### src/rtl/bus_iface.sv
// 8085 multiplexed bus interface unit.
// Takes the T-state and cycle status from the control block and drives the
// A15-A8 / AD7-AD0 pads, captures read data at the end of T3, strobes the
// instruction register on opcode fetches, and counts wait states.
module bus_iface #(
  parameter int unsigned DATASIZE = 8,
  parameter int unsigned ADDRSIZE = 16,
  parameter int unsigned WAIT_MAX = 15
) (
  input  logic                         clk,
  input  logic                         rst,
  input  logic [3:0]                   tstate,
  input  logic [2:0]                   stat,
  input  logic [ADDRSIZE-1:0]          addr,
  input  logic [DATASIZE-1:0]          wdata,
  input  logic [DATASIZE-1:0]          ad_in,
  output logic [ADDRSIZE-DATASIZE-1:0] a_hi,
  output logic                         a_hi_oe,
  output logic [DATASIZE-1:0]          ad_out,
  output logic                         ad_oe,
  output logic                         ale,
  output logic [DATASIZE-1:0]          rdata,
  output logic                         rdata_vld,
  output logic                         ir_load,
  output logic [3:0]                   wait_cnt,
  output logic                         wait_tmo
);

  localparam int unsigned HiW = ADDRSIZE - DATASIZE;

  // T-state codes; 10-15 are not decoded and fall through as TR
  localparam logic [3:0] TsTr = 4'd0;
  localparam logic [3:0] TsT1 = 4'd1;
  localparam logic [3:0] TsT2 = 4'd2;
  localparam logic [3:0] TsT3 = 4'd3;
  localparam logic [3:0] TsT4 = 4'd4;
  localparam logic [3:0] TsT5 = 4'd5;
  localparam logic [3:0] TsT6 = 4'd6;
  localparam logic [3:0] TsTh = 4'd7;
  localparam logic [3:0] TsTw = 4'd8;
  localparam logic [3:0] TsTt = 4'd9;

  // Cycle status codes {io/m_, s1, s0}
  localparam logic [2:0] StOf   = 3'b011;
  localparam logic [2:0] StMw   = 3'b001;
  localparam logic [2:0] StMr   = 3'b010;
  localparam logic [2:0] StDw   = 3'b101;
  localparam logic [2:0] StDr   = 3'b110;
  localparam logic [2:0] StInta = 3'b111;

  localparam logic [3:0] WaitMax = 4'(WAIT_MAX);

  logic [ADDRSIZE-1:0] addr_q;
  logic [DATASIZE-1:0] wdata_q;
  logic [2:0]          stat_q;
  logic [DATASIZE-1:0] rdata_q;
  logic                rdata_vld_q;
  logic                ir_load_q;
  logic [3:0]          wait_cnt_q;

  logic ph_t1, ph_data, ph_hold;
  logic is_read_q, is_write_q, is_io_q, is_io_in;

  // Classify the current T-state into bus phases
  always_comb begin
    ph_t1   = 1'b0;
    ph_data = 1'b0;
    ph_hold = 1'b0;
    case (tstate)
      TsT1:             ph_t1   = 1'b1;
      TsT2, TsTw, TsT3: ph_data = 1'b1;
      TsT4, TsT5, TsT6: ph_hold = 1'b1;
      TsTr, TsTh, TsTt: ;
      default:          ;
    endcase
  end

  // Decode the latched cycle type; only DW/DR mirror the port address on A15-8
  always_comb begin
    is_read_q  = (stat_q == StOf) || (stat_q == StMr) || (stat_q == StDr) || (stat_q == StInta);
    is_write_q = (stat_q == StMw) || (stat_q == StDw);
    is_io_q    = (stat_q == StDw) || (stat_q == StDr);
    is_io_in   = (stat == StDw) || (stat == StDr);
  end

  // Per-cycle latches, read capture, strobes and wait counter
  always_ff @(posedge clk) begin
    if (rst) begin
      addr_q      <= '0;
      wdata_q     <= '0;
      stat_q      <= '0;
      rdata_q     <= '0;
      rdata_vld_q <= 1'b0;
      ir_load_q   <= 1'b0;
      wait_cnt_q  <= '0;
    end else begin
      if (tstate == TsT1) begin
        addr_q  <= addr;
        wdata_q <= wdata;
        stat_q  <= stat;
      end
      if ((tstate == TsT3) && is_read_q) begin
        rdata_q <= ad_in;
      end
      rdata_vld_q <= (tstate == TsT3) && is_read_q;
      ir_load_q   <= (tstate == TsT3) && (stat_q == StOf);
      if (tstate == TsT1) begin
        wait_cnt_q <= '0;
      end else if ((tstate == TsTw) && (wait_cnt_q != 4'hf)) begin
        wait_cnt_q <= wait_cnt_q + 4'd1;
      end
    end
  end

  // Pad drive; reset floats the bus immediately, not only after the edge
  always_comb begin
    a_hi    = '0;
    a_hi_oe = 1'b0;
    ad_out  = '0;
    ad_oe   = 1'b0;
    ale     = 1'b0;
    if (!rst) begin
      if (ph_t1) begin
        // addr_q is not loaded until the end of T1, so drive from the port
        ale     = 1'b1;
        ad_oe   = 1'b1;
        a_hi_oe = 1'b1;
        ad_out  = addr[DATASIZE-1:0];
        a_hi    = is_io_in ? HiW'(addr[DATASIZE-1:0]) : addr[ADDRSIZE-1:DATASIZE];
      end else if (ph_data || ph_hold) begin
        a_hi_oe = 1'b1;
        a_hi    = is_io_q ? HiW'(addr_q[DATASIZE-1:0]) : addr_q[ADDRSIZE-1:DATASIZE];
        if (ph_data && is_write_q) begin
          ad_oe  = 1'b1;
          ad_out = wdata_q;
        end
      end
    end
  end

  assign rdata     = rdata_q;
  assign rdata_vld = rdata_vld_q;
  assign ir_load   = ir_load_q;
  assign wait_cnt  = wait_cnt_q;
  assign wait_tmo  = (wait_cnt_q >= WaitMax);

endmodule

### config.mk
export PLATFORM = sky130hd
export DESIGN_NAME = bus_iface
export DESIGN_NICKNAME = d
export VERILOG_FILES = /design/src/rtl/bus_iface.sv
export SDC_FILE = /design/constraint.sdc
export NUM_CORES = 1
export LEC_CHECK = 0
export BUFFER_PORTS_ARGS = -buffer_cell sky130_fd_sc_hd__buf_2
export CORE_ASPECT_RATIO = 1.75
export CORE_MARGIN = 5
export CORE_UTILIZATION = 43
export CTS_CLUSTER_SIZE = 16
export DETAILED_ROUTE_END_ITERATION = 10
export PLACE_DENSITY = 0.83
export SYNTH_ARGS = -nofsm -noshare
export SYNTH_HDL_FRONTEND = slang
export SYNTH_SLANG_ARGS = --single-unit
export TNS_END_PERCENT = 1
### constraint.sdc
create_clock -name clk -period 1.68 [get_ports clk]
set_clock_uncertainty 0.15 [all_clocks]
set_input_delay 0.252 -clock clk [delete_from_list [all_inputs] [get_ports clk]]
set_output_delay 0.252 -clock clk [all_outputs]
set_load 0.05 [all_outputs]
==> impl_metrics.yaml <==
setup_path:
  r2r_slack_ps: 210
  critical_path_class: "reg -> out"
  crit_start: "stat_q[0]"
  reg2reg_from: "stat_q[1]"
  required_ps: 1280
  cp-endpoint: "a_hi[7]"
  reg2regPathDepth: 5
  critical_path.endpoint_type: "output port"
  start_kind: "register"
  critPathMaxFanout: 8
  r2r-end: "ir_load"
  arrival_ps: 1710
sta:
  fin_crit_sh_pct: 125.8
  final.setup.tns_ps: -6943
  layout_setup_ws_ps: -433.7
  post-route-min-period_ps: 2114
  drv_slew: 0
  setup_viol: 19
  tightest_slew_ps: 390.0
  grt_setup_unrepaired: "yes"
  slew-limit-headroom_pct: 73.33
  fmax_ghz: 0.4731
  finalHoldViolCount: 0
yosys:
  synth_area_per_cell_sq_um: 8.179
  syn_inst: 229
  synth_compound_area_share_pct: 15.36
  synthMuxAreaShare_pct: 13.36
  synth.area.top_cells: "dfxtp_1 (44%), nand2_1 (13%), mux2i_1 (13%), a21oi_1 (9.6%), o22ai_1 (2.7%)"
  synthAdderAreaFrac_pct: 0.6680
  synth_top_family_by_area: "simple AND/OR/NAND/NOR gates"
  seq_area_frac_synth_pct: 43.82
  synth.distinct_cells: 26
  syn_nets: 271
  yosysTopAreaCell: "dfxtp_1"
  yosysWarnings: 0
  synth_xor_area_share_pct: 1.870
  synthesis.area_sq_um: 1873
  synth_top_area_share_pct: 43.82
  ys_ff_latch: 41
  yosys.area_share.simple_pct: 21.84
placed_design:
  dpl.cell_count: 373
  io_buffers: 74
  placed_area_sq_um: 2688
  dpl.hpwl_um: 4502
  place.gp.congestion: 0.8455
die:
  die_area_sq_um: 5828
  initial_core_util_pct: 44.71
  fp-row-count: 31
  die_w_um: 59.89
  num_io_pins: 75
  fp.coreArea_sq_um: 4189
  fp.dieH_um: 97.31
routing:
  highest_layer: "met4"
  wl_met3_um: 295
  wl_met2_um: 3736
  drt_iter0_drc: 87
  drc: 0
  first_pass_iters: 4
  vias_per_cell: 5.391
  ant_nets: 0
  routed-via-count: 2054
  wl_um: 6269
  drt-wirelength-per-cell_um: 16.45
  m1WireLength_um: 2042
clock_network:
  clkTransAtPathRegs_ps: 80
  h-tree-depth: 2
  cts.sinks: 41
  cts_setup_buffers: 0
  cts-root-buf: "clkbuf_8"
  clk_latency_ps: 290
  clockBufferDepth: 2
  hold_buffers: 0
  cts_buffers: 5
  tritoncts: "done"
grt:
  gr-total-overflow: 0
  antenna_found_initial: 0
  grt_pass1_wl_um: 9625
  grt_max_degree: 28
  grt_pass1_vias: 2125
  gr-usage-all-layers_pct: 21.37
layout:
  final_util_pct: 71.33
  fin_area_sq_um: 2988
  area_growth_pct: 59.52
  nNetsFinal: 373
  n_antenna_cell: 0
  final_cell_count_no_fill: 381
  drive_above_1_share_pct: 43.98
pwr:
  ir_worst_vdd_uv: 983.6
  pwr_density_cell_nw_per_um2: 696.9
  leakagePower_nw: 1.283
run_status:
  violations: "negative setup slack"
  outcome: "finished with violations"
job:
  drv_cap: 0
min_path:
  min_path_type: "in -> reg"
-- power by group --
part	switching, mW	internal [mW]
clock	0.344	0.446
combinational	0.165	0.131
sequential	0.0104	0.986
total	0.520	1.56
-- area by class of cell --
cell class / count / area (sq um)
Inverter: 3 / 11.26
Clock buffer: 6 / 72.57
Clock inverter: 2 / 38.79
Multi-Input combinational cell: 173 / 1197
Timing Repair Buffer: 107 / 782.0
Fill cell: 328 / 1201
Sequential cell: 41 / 824.5
Tap cell: 49 / 61.31
-- cells in the mapped netlist --
| cell type | count |
|---|---|
| nor3b_1 | 1 |
| nor3_1 | 3 |
| nand3b_1 | 1 |
| dfxtp_1 | 41 |
| and3_1 | 1 |
| nand3_1 | 2 |
| buf_1 | 1 |
| nor2b_1 | 1 |
| nor2_1 | 12 |
| mux2i_1 | 25 |
| o22ai_1 | 8 |
| a2111oi_0 | 1 |
| o21bai_1 | 2 |
| nand2_1 | 67 |
| xor2_1 | 4 |
| or3b_1 | 1 |
| a2111oi_4 | 1 |
| nor4b_2 | 2 |
| buf_2 | 1 |
| clkbuf_1 | 10 |
| and4_1 | 1 |
| nand2b_1 | 2 |
| ha_1 | 1 |
| inv_1 | 3 |
| a31oi_1 | 1 |
| a21oi_1 | 36 |
-- logic make-up after synthesis --
group / after synthesis
xor+xnor: 4
buf+inv: 15
simple gates: 94
compound gates: 49
mux: 25
flops: 41
fa+ha+maj: 1
-- flip-flops by register name, summed over array words and instances (netlist names) --
register / flops
ir_load: 1
rdata: 8
stat_q: 3
wdata_q: 8
addr_q: 16
rdata_vld: 1
wait_cnt: 4
-- timing repair --
action | 4_1_cts | 5_1_grt
endpoints found under the setup margin | 20 | 20
resized for setup | 38 | 22
pin swaps | 2 | 0
-- worst min-delay path by stage --
stage                from    endpoint  cells after the start
2_1_floorplan         rst   rdata_vld                      1
3_3_place_gp   addr_q[10]  addr_q[10]                      2
3_5_place_dp   wdata_q[4]  wdata_q[4]                      2
4_1_cts          wdata[3]  wdata_q[3]                      3
5_1_grt          wdata[5]  wdata_q[5]                      3
6_report         ad_in[7]    rdata[7]                      3
-- critical path: stages (launching register included) --
cell and delay (ps):
dfxtp_2 320, buf_4 130, xor2_1 150, nand2_1 110, buf_12 160, mux2i_2 260
o22ai_2 100, buf_4 200
-- layer usage --
metal | GRT usage [%] | vias to the layer above
met5 | 0 | -
met4 | 9.727 | 0
met3 | 3.324 | 16
met2 | 40.92 | 69
met1 | 20.58 | 982
li1 | - | 987
-- through the flow --
step	hold WS, ps	setup slack (ps)	power [mW]
after detailed placement	296.0	-575.8	1.290
after global placement	291.5	-507.5	1.281
after floorplan	180.9	-360.8	1.154
final	42.62	-433.7	2.082
after CTS	34.99	-444.0	2.081
after global routing	50.11	-483.9	2.151
-- cell usage in the layout (no fill, tap or decap), types with 4 or more instances in the layout --
cell      Yosys  routed
nor2_1       12      11
dfxtp_1      41      38
buf_4         0      31
buf_6         0      19
clkbuf_8      0       5
xor2_1        4       4
nand2_1      67      67
mux2i_2       0       4
buf_2         1      53
a21oi_1      36      28
a21oi_4       0       8
mux2i_1      25      20
o22ai_2       0       8
No activity file was read; power rests on OpenSTA's default activity.
